**config.mk**
```make
export PLATFORM = sky130hd
export DESIGN_NAME = uart_tx_sb_ctrl
export DESIGN_NICKNAME = d
export VERILOG_FILES = /design/src/rtl/uart_tx_sb_ctrl.sv
export SDC_FILE = /design/constraint.sdc
export NUM_CORES = 1
export LEC_CHECK = 0
export BUFFER_PORTS_ARGS = -buffer_cell sky130_fd_sc_hd__buf_2
export CORE_MARGIN = 1
export CORE_UTILIZATION = 44
export DETAILED_ROUTE_END_ITERATION = 6
export PLACE_DENSITY = 0.69
export SLEW_MARGIN = 20
export SYNTH_ARGS = -nofsm -noshare
export SYNTH_HDL_FRONTEND = slang
export SYNTH_SLANG_ARGS = --single-unit
```
**constraint.sdc**
```tcl
create_clock -name clk_i -period 7 [get_ports clk_i]
set_input_delay 1.4 -clock clk_i [delete_from_list [all_inputs] [get_ports clk_i]]
set_output_delay 1.4 -clock clk_i [all_outputs]
set_load 0.03 [all_outputs]
```
**src/rtl/uart_tx_sb_ctrl.sv**
```systemverilog
// ---------------------------------------------------------------------------
// uart_tx_sb_ctrl
//   Memory-mapped UART transmitter acting as a system-bus responder.
//   Bytes written to DATA are queued in a small FIFO and serialised on tx_o
//   as: start bit, 8 data bits LSB first, optional even-parity bit, 1 or 2
//   stop bits. A DATA write to a full FIFO is held (no ready_o) until the
//   transmitter frees a slot, which stalls the initiator.
//
// Optional feature macro: UART_TX_PARITY_EN
//   defined     : PARITY_EN register (0x0C) and the parity bit exist.
//   not defined : 0x0C reads 0 / ignores writes, no parity bit is ever sent.
//
// Ports:
//   clk_i          system clock
//   rst_i          asynchronous active-high reset
//   req_i          bus request (slot already selected), held until ready_o
//   write_enable_i 1 = write, 0 = read
//   addr_i         byte address, only [7:0] decoded
//   write_data_i   write data
//   read_data_o    read data, valid while ready_o = 1
//   ready_o        one-cycle completion pulse
//   tx_o           UART serial output, idles high
//
// Register map (addr_i[7:0]):
//   0x00 DATA W, 0x04 STATUS R, 0x08 DIV R/W, 0x0C PARITY_EN R/W,
//   0x10 STOPBITS R/W, 0x24 SOFT_RST W. Anything else reads 0.
// ---------------------------------------------------------------------------
module uart_tx_sb_ctrl #(
  parameter int unsigned FIFO_DEPTH  = 4,
  parameter int unsigned DEFAULT_DIV = 87
) (
  input  logic        clk_i,
  input  logic        rst_i,
  input  logic        req_i,
  input  logic        write_enable_i,
  input  logic [31:0] addr_i,
  input  logic [31:0] write_data_i,
  output logic [31:0] read_data_o,
  output logic        ready_o,
  output logic        tx_o
);

  localparam int unsigned PW = (FIFO_DEPTH > 1) ? $clog2(FIFO_DEPTH) : 1;
  localparam int unsigned CW = PW + 1;
  localparam logic [CW-1:0] FIFO_FULL_CNT = CW'(FIFO_DEPTH);
  localparam logic [15:0]   DIV_RESET     = 16'(DEFAULT_DIV);
  localparam logic [15:0]   DIV_MIN       = 16'd2;

  localparam logic [7:0] A_DATA   = 8'h00;
  localparam logic [7:0] A_STATUS = 8'h04;
  localparam logic [7:0] A_DIV    = 8'h08;
  localparam logic [7:0] A_PAR    = 8'h0C;
  localparam logic [7:0] A_STOP   = 8'h10;
  localparam logic [7:0] A_SRST   = 8'h24;

  typedef enum logic [2:0] {
    S_IDLE   = 3'd0,
    S_START  = 3'd1,
    S_DATA   = 3'd2,
    S_PARITY = 3'd3,
    S_STOP   = 3'd4
  } state_t;

  // Even parity: the bit that makes the total count of ones even.
  function automatic logic even_parity(input logic [7:0] d);
    return ^d;
  endfunction

  // Bus request stage
  logic        r_pend;
  logic        r_p_we;
  logic [7:0]  r_p_addr;
  logic [15:0] r_p_wdata;
  logic        r_ready;
  logic [31:0] r_rdata;

  // FIFO
  logic [7:0]    r_mem [FIFO_DEPTH];
  logic [PW-1:0] r_wr_ptr;
  logic [PW-1:0] r_rd_ptr;
  logic [CW-1:0] r_count;

  // Configuration
  logic [15:0] r_div;
  logic        r_two_stop;
  logic        w_par_en;

  // Transmit engine
  state_t      r_state;
  state_t      w_state_nxt;
  logic [15:0] r_cnt;
  logic [15:0] w_cnt_nxt;
  logic [2:0]  r_bit_idx;
  logic [2:0]  w_bit_nxt;
  logic [7:0]  r_shift;
  logic [15:0] r_f_div;
  logic        r_f_two_stop;
  logic        r_f_par;
  logic        r_par_bit;
  logic        r_tx;
  logic        w_tx_nxt;
  logic        w_pop;
  logic        w_shift_en;

  // Decode helpers
  logic        w_accept;
  logic        w_full;
  logic        w_nempty;
  logic        w_busy;
  logic        w_is_data_wr;
  logic        w_stall;
  logic        w_done;
  logic        w_wr_done;
  logic        w_push;
  logic        w_srst;
  logic        w_pop_eff;
  logic        w_bit_end;
  logic [15:0] w_div_wr_val;
  logic [31:0] w_count_ext;
  logic [31:0] w_rdata;
  logic        w_unused;

  assign w_full   = (r_count == FIFO_FULL_CNT);
  assign w_nempty = (r_count != {CW{1'b0}});
  assign w_busy   = (r_state != S_IDLE) || w_nempty;

  // The cycle that carries ready_o must not re-sample the still-held req_i.
  assign w_accept     = req_i & ~r_pend & ~r_ready;
  assign w_is_data_wr = r_pend & r_p_we & (r_p_addr == A_DATA);
  assign w_stall      = w_is_data_wr & w_full;
  assign w_done       = r_pend & ~w_stall;
  assign w_wr_done    = w_done & r_p_we;
  assign w_push       = w_is_data_wr & ~w_full;
  assign w_srst       = w_wr_done & (r_p_addr == A_SRST);
  assign w_pop_eff    = w_pop & ~w_srst;
  assign w_bit_end    = (r_cnt == 16'd0);
  assign w_div_wr_val = (r_p_wdata < DIV_MIN) ? DIV_MIN : r_p_wdata;
  assign w_count_ext  = 32'(r_count);

  assign ready_o     = r_ready;
  assign read_data_o = r_rdata;
  assign tx_o        = r_tx;

  assign w_unused = ^{addr_i[31:8], write_data_i[31:16], w_count_ext[31:4],
                      r_f_par, r_par_bit};

  // Capture a new request; it stays pending while a DATA write waits for room.
  always_ff @(posedge clk_i or posedge rst_i) begin
    if (rst_i) begin
      r_pend    <= 1'b0;
      r_p_we    <= 1'b0;
      r_p_addr  <= 8'h00;
      r_p_wdata <= 16'h0000;
    end else if (w_accept) begin
      r_pend    <= 1'b1;
      r_p_we    <= write_enable_i;
      r_p_addr  <= addr_i[7:0];
      r_p_wdata <= write_data_i[15:0];
    end else if (w_done) begin
      r_pend    <= 1'b0;
    end
  end

  // Read mux over the register map, evaluated when a read completes.
  always_comb begin
    w_rdata = 32'h0000_0000;
    if (r_pend && !r_p_we) begin
      case (r_p_addr)
        A_STATUS: w_rdata = {24'h00_0000, w_count_ext[3:0], 2'b00, w_full, w_busy};
        A_DIV:    w_rdata = {16'h0000, r_div};
        A_PAR:    w_rdata = {31'h0000_0000, w_par_en};
        A_STOP:   w_rdata = {31'h0000_0000, r_two_stop};
        default:  w_rdata = 32'h0000_0000;
      endcase
    end else begin
      w_rdata = 32'h0000_0000;
    end
  end

  // Registered completion pulse and read data.
  always_ff @(posedge clk_i or posedge rst_i) begin
    if (rst_i) begin
      r_ready <= 1'b0;
      r_rdata <= 32'h0000_0000;
    end else begin
      r_ready <= w_done;
      r_rdata <= w_done ? w_rdata : 32'h0000_0000;
    end
  end

  // Configuration registers; soft reset leaves them untouched.
  always_ff @(posedge clk_i or posedge rst_i) begin
    if (rst_i) begin
      r_div      <= DIV_RESET;
      r_two_stop <= 1'b0;
    end else if (w_wr_done) begin
      case (r_p_addr)
        A_DIV:   r_div      <= w_div_wr_val;
        A_STOP:  r_two_stop <= r_p_wdata[0];
        default: r_div      <= r_div;
      endcase
    end
  end

`ifdef UART_TX_PARITY_EN
  logic r_par_en;

  // Parity enable register.
  always_ff @(posedge clk_i or posedge rst_i) begin
    if (rst_i) begin
      r_par_en <= 1'b0;
    end else if (w_wr_done && (r_p_addr == A_PAR)) begin
      r_par_en <= r_p_wdata[0];
    end
  end

  assign w_par_en = r_par_en;
`else
  assign w_par_en = 1'b0;
`endif

  // FIFO storage and pointers; a push and a pop in one cycle leave the count unchanged.
  always_ff @(posedge clk_i or posedge rst_i) begin
    if (rst_i) begin
      for (int i = 0; i < int'(FIFO_DEPTH); i++) begin
        r_mem[i] <= 8'h00;
      end
      r_wr_ptr <= {PW{1'b0}};
      r_rd_ptr <= {PW{1'b0}};
      r_count  <= {CW{1'b0}};
    end else if (w_srst) begin
      r_wr_ptr <= {PW{1'b0}};
      r_rd_ptr <= {PW{1'b0}};
      r_count  <= {CW{1'b0}};
    end else begin
      if (w_push) begin
        r_mem[r_wr_ptr] <= r_p_wdata[7:0];
        r_wr_ptr        <= r_wr_ptr + PW'(1'b1);
      end
      if (w_pop_eff) begin
        r_rd_ptr <= r_rd_ptr + PW'(1'b1);
      end
      r_count <= r_count + CW'(w_push) - CW'(w_pop_eff);
    end
  end

  // Next-state, bit timing and next line level for the transmit engine.
  always_comb begin
    w_state_nxt = r_state;
    w_cnt_nxt   = r_cnt;
    w_bit_nxt   = r_bit_idx;
    w_tx_nxt    = r_tx;
    w_pop       = 1'b0;
    w_shift_en  = 1'b0;
    case (r_state)
      S_IDLE: begin
        if (w_nempty) begin
          w_pop       = 1'b1;
          w_state_nxt = S_START;
          w_cnt_nxt   = r_div - 16'd1;
          w_bit_nxt   = 3'd0;
          w_tx_nxt    = 1'b0;
        end else begin
          w_state_nxt = S_IDLE;
          w_tx_nxt    = 1'b1;
        end
      end
      S_START: begin
        if (w_bit_end) begin
          w_state_nxt = S_DATA;
          w_cnt_nxt   = r_f_div - 16'd1;
          w_bit_nxt   = 3'd0;
          w_tx_nxt    = r_shift[0];
        end else begin
          w_cnt_nxt   = r_cnt - 16'd1;
          w_tx_nxt    = 1'b0;
        end
      end
      S_DATA: begin
        if (w_bit_end) begin
          w_cnt_nxt = r_f_div - 16'd1;
          if (r_bit_idx == 3'd7) begin
            w_bit_nxt = 3'd0;
`ifdef UART_TX_PARITY_EN
            if (r_f_par) begin
              w_state_nxt = S_PARITY;
              w_tx_nxt    = r_par_bit;
            end else begin
              w_state_nxt = S_STOP;
              w_tx_nxt    = 1'b1;
            end
`else
            w_state_nxt = S_STOP;
            w_tx_nxt    = 1'b1;
`endif
          end else begin
            // Next data bit sits one position up until the shift lands.
            w_bit_nxt  = r_bit_idx + 3'd1;
            w_shift_en = 1'b1;
            w_tx_nxt   = r_shift[1];
          end
        end else begin
          w_cnt_nxt = r_cnt - 16'd1;
        end
      end
      S_PARITY: begin
        if (w_bit_end) begin
          w_state_nxt = S_STOP;
          w_cnt_nxt   = r_f_div - 16'd1;
          w_bit_nxt   = 3'd0;
          w_tx_nxt    = 1'b1;
        end else begin
          w_cnt_nxt   = r_cnt - 16'd1;
        end
      end
      S_STOP: begin
        if (w_bit_end) begin
          if (r_f_two_stop && (r_bit_idx == 3'd0)) begin
            w_bit_nxt   = 3'd1;
            w_cnt_nxt   = r_f_div - 16'd1;
            w_tx_nxt    = 1'b1;
          end else if (w_nempty) begin
            // Back-to-back: next start bit follows the last stop clock directly.
            w_pop       = 1'b1;
            w_state_nxt = S_START;
            w_cnt_nxt   = r_div - 16'd1;
            w_bit_nxt   = 3'd0;
            w_tx_nxt    = 1'b0;
          end else begin
            w_state_nxt = S_IDLE;
            w_bit_nxt   = 3'd0;
            w_tx_nxt    = 1'b1;
          end
        end else begin
          w_cnt_nxt = r_cnt - 16'd1;
        end
      end
      default: begin
        w_state_nxt = S_IDLE;
        w_cnt_nxt   = 16'd0;
        w_bit_nxt   = 3'd0;
        w_tx_nxt    = 1'b1;
      end
    endcase
  end

  // Transmit engine state; soft reset aborts the frame and idles the line.
  always_ff @(posedge clk_i or posedge rst_i) begin
    if (rst_i) begin
      r_state   <= S_IDLE;
      r_cnt     <= 16'd0;
      r_bit_idx <= 3'd0;
      r_tx      <= 1'b1;
    end else if (w_srst) begin
      r_state   <= S_IDLE;
      r_cnt     <= 16'd0;
      r_bit_idx <= 3'd0;
      r_tx      <= 1'b1;
    end else begin
      r_state   <= w_state_nxt;
      r_cnt     <= w_cnt_nxt;
      r_bit_idx <= w_bit_nxt;
      r_tx      <= w_tx_nxt;
    end
  end

  // Per-frame snapshot: the byte, its parity and the configuration in force at pop.
  always_ff @(posedge clk_i or posedge rst_i) begin
    if (rst_i) begin
      r_shift      <= 8'h00;
      r_par_bit    <= 1'b0;
      r_f_div      <= DIV_RESET;
      r_f_two_stop <= 1'b0;
      r_f_par      <= 1'b0;
    end else if (w_pop_eff) begin
      r_shift      <= r_mem[r_rd_ptr];
      r_par_bit    <= even_parity(r_mem[r_rd_ptr]);
      r_f_div      <= r_div;
      r_f_two_stop <= r_two_stop;
      r_f_par      <= w_par_en;
    end else if (w_shift_en) begin
      r_shift      <= {1'b0, r_shift[7:1]};
    end
  end

endmodule
```
==> flow_metrics.tcl, run 1 <==
set metrics [dict create \
    pwr_density_cell_nw_per_um2 359.8 \
    met2_usage_pct 31.90 \
    grt_antenna_before_repair 0 \
    final_common_cell "dfrtp_1" \
    synth_edf_count 0 \
    port_buffers 45 \
    overflow 0 \
    vdd_drop_max_mv 0.1745 \
    status "complete, no violations" \
    cts.path.max_buffers 2 \
    ff_latch_area_um2 3692 \
    chipHeight_um 132.3 \
    cp_num_cells 13 \
    worst_slack_ns 2.461 \
    grt.total_usage_pct 20.12 \
    post_cts_resized 0 \
    crit_type "reg2reg" \
    power.total_uw 3032 \
    finalSetupViolations 0 \
    start_util_pct 45.07 \
    critical_path.top_delay_family "simple AND/OR/NAND/NOR gates" \
    max_freq_ghz 0.2203 \
    syn_area_per_cell_um2 11.62 \
    grt_busiest_layer "met2" \
    crit_chain "inv_1 > ha_1 > nor3b_2 > nand4_1 > o21ai_2 > nand3_1 > xnor2_1 > ha_1 > inv_1 > fa_1 > xor2_1 > xnor2_1 > nor2_1" \
    path_buf_inv 2 \
    io_pins 102 \
    dp_slack_ns 2.474 \
    clock-sinks 147 \
    clk_latency_ns 0.43 \
    gp_congestion 0.8594 \
    critical_path_required_ns 7.28 \
    cts_setup_buffers 0 \
    synth.yosys.seq_area_share_pct 49.40 \
    clock_skew_ns 0.01219 \
    die_area_um2 17510 \
    p_leak_uw 0.003900 \
    drt_iter0_drc 352 \
    tns_ns 0 \
    numCtsBuffers 17 \
    htree_levels 4 \
    clk_pin_slew_worst_paths_ns 0.06 \
    grt_pass1_vias 5239 \
    slew_violations 0 \
    syn2layout_area_growth_pct 12.76 \
    yosysWarningCount 0 \
    fin_crit_ns 4.539 \
    detail_route.wl_per_cell_um 17.95 \
    rows 47 \
    cp-end-kind "register" \
    fillers 1456 \
    min_from "r_mem[9]" \
    ff2ff_setup_slack_ns 2.46 \
    core_area_um2 16580 \
    reg2reg_depth 13 \
    max_stage_delay_ns 0.79 \
    cts_hold_buf 0 \
    multiInputGateArea_um2 3556 \
    rr_startpoint "r_cnt[0]" \
    syn_inst 643 \
    wl_um 16510 \
    hold_viol_final 0 \
    critPathMaxFanout 20 \
    async_flop_share_pct 100.0 \
    worstMarginPinSlew_ns 1.043 \
    worstSetupStartpointType "register" \
    reg2reg_to "r_count[2]" \
    grt_pass1_wl_um 27300 \
    drive_gt1_share_pct 30.00 \
    cts_root_buf "clkbuf_16" \
    startpoint "r_cnt[0]" \
    use_met1_pct 26.36 \
    grt_max_degree 93 \
    final_cell_mix "136 x dfrtp_1, 90 x mux2_2, 53 x nor2_1" \
    place_inst 888 \
    insertedDiodeCount 0 \
    ys_types 66 \
    nets 767 \
    cap_viol_max_count 0 \
    num_vias 5217 \
    dr.pass1.iters 7 \
    slew-limit-headroom_pct 29.84 \
    vias_per_cell 5.671 \
    dp_hpwl_um 11720 \
    slowest_stage "nand3_1" \
    crit_arrival_ns 4.82 \
    finalCritPeriodShare_pct 64.85 \
    final_cells 920 \
    ys.flop_type "dfrtp_1" \
    use_met3_pct 3.768 \
    critical_path.endpoint "r_count[2]" \
    grt_setup_unrepaired "no" \
    antenna_left 0 \
    synthesis.area_um2 7475 \
    synth_seq_cells 147 \
    cts_tree "done" \
    worstHoldPathType "reg2reg" \
    die_x_um 132.3 \
    drc 0 \
]
## per-stage QoR
step           hold WS, ns  instance area [um^2]  util (%)
5_1_grt             0.5181                  8428     50.82
6_report            0.5037                  8428     50.82
3_5_place_dp        0.4899                  7836     47.25
4_1_cts             0.5036                  8428     50.82
3_3_place_gp        0.4818                  7836     47.25
2_1_floorplan       0.4718                  7531         -
## cell usage after synthesis (3+ instances only)
master	count	area [um^2]
ha_1	11	137.6
and2_1	12	75.07
o211ai_1	6	45.04
a21oi_1	8	40.04
o31ai_1	4	30.03
mux4_2	8	180.2
nor3b_1	5	37.54
clkbuf_1	15	56.30
buf_6	3	33.78
mux2_2	90	1013
o21a_1	8	60.06
nor4_1	12	75.07
inv_1	14	52.55
xor2_1	25	219.0
nor2_1	53	198.9
nand2b_1	8	50.05
nand2_1	27	101.4
or4_1	4	30.03
buf_4	17	127.6
dfrtp_1	136	3403
nand3_1	20	100.1
a211oi_1	5	37.54
or3_1	7	43.79
nand4b_1	4	35.03
o22a_1	4	35.03
nor2b_1	8	50.05
nand4_1	7	43.79
a22oi_1	6	45.04
xnor2_1	14	122.6
nand2_2	4	25.02
nor3_1	14	70.07
mux2i_1	6	60.06
a31oi_1	4	25.02
nand3b_1	3	22.52
o22ai_1	5	31.28
o21ai_0	7	35.03
dfstp_2	11	289.0
a221o_1	10	100.1
## metal layers
metal / share of wire (%) / wire length (um)
met1: 45 / 7485
met2: 48 / 7956
met3: 3.7 / 613
met4: 2.8 / 457
met5: 0 / 0
## state kept, by name (all words and copies together), names as in the netlist
signal / cells
r_p_addr: 8
ready_o: 1
tx_o: 1
r_count: 3
r_div: 16
r_f_div: 16
r_bit_idx: 3
r_shift: 8
r_wr_ptr: 2
r_cnt: 16
r_state: 3
r_f_two_stop: 1
read_data_o: 16
r_rd_ptr: 2
r_mem: 32
r_pend: 1
r_p_we: 1
r_two_stop: 1
r_p_wdata: 16
## report_power, final
| part | leakage [uW] | total [uW] | internal (uW) | switching, uW |
|---|---|---|---|---|
| Sequential | 0.00190 | 1210 | 992 | 216 |
| Combinational | 0.00173 | 913 | 429 | 484 |
| Clock | 0.000275 | 911 | 540 | 371 |
| Total | 0.00390 | 3030 | 1960 | 1070 |
## worst min-delay path by stage
stage                      end  slack (ns)  depth (start not counted)
global placement     r_mem[15]        0.48                          1
global route          r_mem[2]        0.52                          1
CTS                   r_mem[0]        0.50                          1
detailed placement    r_mem[0]        0.49                          1
floorplan           r_shift[6]        0.47                          1
finish                r_mem[9]        0.50                          1
## cell families after synthesis
group	Yosys count	share of synthesized area, %
buf+inv	53	3.850
flops	147	49.40
fa+ha+maj	12	2.109
xor+xnor	39	4.570
other cells	1	0.05017
mux	104	16.77
compound gates	82	8.269
simple gates	205	14.98
## final cells by class
type	instances	share of cell area (%)
multi-input cells	458	42.19
well taps	220	3.266
clock inverters	13	1.767
clock buffers	19	5.255
repair buffers	49	3.029
flip-flops and latches	147	43.81
inverters	14	0.6829
Note: power is estimated with default switching activity, not from simulation.
==> run 2, diff against run 1 <==
==> constraint.sdc (replaced) <==
create_clock -name clk_i -period 4.38 [get_ports clk_i]
set_input_delay 0.876 -clock clk_i [delete_from_list [all_inputs] [get_ports clk_i]]
set_output_delay 0.876 -clock clk_i [all_outputs]
set_load 0.03 [all_outputs]
==> run 2 against run 1 <==
Against the previous run:
- wire length decreased by 0.62%
- register-to-register slack got worse by 1.4 ns
- clock power grew 54%
- clock skew shrank 0.0043 ns
- core utilization grew 0.17 points
- combinational power is 61% higher
- die area is the same
- critical path type unchanged
- fmax rose by 39%
- sequential power increased by 60%
- non-clock buffer count grew 4
- highest routed layer unchanged
- largest cell class unchanged
==> flow_metrics.tcl, run 2 (same netlist as run 1, synthesis figures left out) <==
set metrics [dict create \
    dp_hpwl_um 11490 \
    rr_startpoint "r_cnt[0]" \
    power.total_uw 4795 \
    hold_viol_final 0 \
    worstSetupStartpointType "register" \
    insertedDiodeCount 0 \
    overflow 0 \
    final_common_cell "dfrtp_1" \
    start_util_pct 45.07 \
    syn2layout_area_growth_pct 13.12 \
    finalSetupViolations 0 \
    ff2ff_setup_slack_ns 1.10 \
    finalCritPeriodShare_pct 74.83 \
    drt_iter0_drc 285 \
    max_freq_ghz 0.3051 \
    grt_antenna_before_repair 0 \
    place_inst 892 \
    timing.hold.ws_ns 0.5054 \
    pwr_density_cell_nw_per_um2 567.1 \
    crit_arrival_ns 3.56 \
    min_from "r_mem[14]" \
    worstHoldPathType "reg2reg" \
    rows 47 \
    tns_ns 0 \
    drive_gt1_share_pct 30.40 \
    cts_setup_buffers 0 \
    die_x_um 132.3 \
    use_met1_pct 26.42 \
    port_buffers 45 \
    cts_tree "done" \
    use_met3_pct 5.037 \
    clk_latency_ns 0.43 \
    worstMarginPinSlew_ns 1.051 \
    dr.pass1.iters 6 \
    critPathMaxFanout 11 \
    reg2reg_to "r_count[2]" \
    status "complete, no violations" \
    grt_pass1_vias 5231 \
    p_leak_uw 0.003918 \
    cp-end-kind "register" \
    final_cell_mix "136 x dfrtp_1, 90 x mux2_2, 53 x nor2_1" \
    slew_violations 0 \
    clk_pin_slew_worst_paths_ns 0.06 \
    finish.utilization_pct 50.99 \
    clock_skew_ns 0.007937 \
    cts.path.max_buffers 2 \
    die_area_um2 17510 \
    vdd_drop_max_mv 0.3109 \
    reg2reg_depth 15 \
    grt_pass1_wl_um 27390 \
    critical_path_required_ns 4.67 \
    drc 0 \
    fin_crit_ns 3.278 \
    gp_congestion 0.8546 \
    crit_type "reg2reg" \
    cap_viol_max_count 0 \
    vias_per_cell 5.608 \
    num_vias 5182 \
    regMostFlops "r_mem" \
    slew-limit-headroom_pct 29.39 \
    wl_um 16410 \
    grt_max_degree 148 \
    post_cts_resized 0 \
    clock-sinks 147 \
    cts_hold_buf 0 \
    chipHeight_um 132.3 \
    htree_levels 4 \
    detail_route.wl_per_cell_um 17.76 \
    largest_reg_flops 32 \
    io_pins 102 \
    cts_root_buf "clkbuf_16" \
    holdPathStages 1 \
    core_area_um2 16580 \
    antenna_left 0 \
    nets 771 \
    grt_busiest_layer "met2" \
    final_cells 924 \
    numCtsBuffers 17 \
    grt.total_usage_pct 20.05 \
    met2_usage_pct 32.19 \
    grt_setup_unrepaired "no" \
    hold_end "r_mem[14]" \
]
-- run 2: changes by cell type in the layout (fill, tap and decap cells not counted) --
| cell | delta |
|---|---|
| clkinv_2 | +1 |
| buf_12 | +1 |
| inv_6 | -1 |
| clkbuf_1 | +1 |
| buf_4 | +3 |
| inv_8 | -1 |
| clkinvlp_4 | -1 |
| nor4_2 | +1 |
| nor4_1 | -1 |
| bufinv_16 | -1 |
| clkbuf_8 | +2 |
-- run 2: layout make-up --
cell class / count / area (um^2)
clock buffer: 22 / 474.2
clock inverter: 10 / 97.59
fill: 1430 / 8128
inverter: 14 / 56.30
multi-input combinational: 458 / 3562
sequential: 147 / 3692
tap: 220 / 275.3
timing repair buffer: 53 / 297.8
-- run 2: power breakdown --
| group | internal (uW) | switching (uW) | total, uW | leakage, uW |
|---|---|---|---|---|
| logic | 693 | 773 | 1470 | 0.00175 |
| registers | 1590 | 348 | 1930 | 0.00190 |
| clock network | 831 | 565 | 1400 | 0.000274 |
-- run 2: how the worst max path moves through the flow --
stage,startpoint,endpoint
2_1_floorplan,r_cnt[0],r_count[2]
4_1_cts,r_cnt[0],r_count[2]
5_1_grt,r_cnt[0],r_count[2]
3_5_place_dp,r_cnt[0],r_count[2]
3_3_place_gp,r_cnt[0],r_count[2]
6_report,r_cnt[0],r_count[2]
-- run 2: through the flow --
step                      worst slack [ns]  area (um^2)
after floorplan                      1.318         7535
after global placement               1.228         7878
after detailed placement             1.173         7878
after CTS                            1.114         8449
after global routing                0.9079         8456
final                                1.102         8456
-- run 2: layer usage --
layer  share of wire [%]  routed length [um]
met3                 4.6                 762
met1                  45                7354
met4                 1.9                 311
met2                  49                7980
met5                   0                   0
-- run 2: worst max-delay path, stage by stage (launching register included) --
cell and delay (ns):
dfrtp_1 0.44, inv_1 0.08, ha_1 0.18, nor3b_2 0.16, buf_4 0.18, nand4_1 0.13, buf_4 0.23, o21ai_2 0.38
nand3_1 0.18, xnor2_1 0.20, ha_1 0.17, inv_1 0.05, fa_1 0.37, xor2_1 0.18, xnor2_1 0.14, nor2_1 0.06
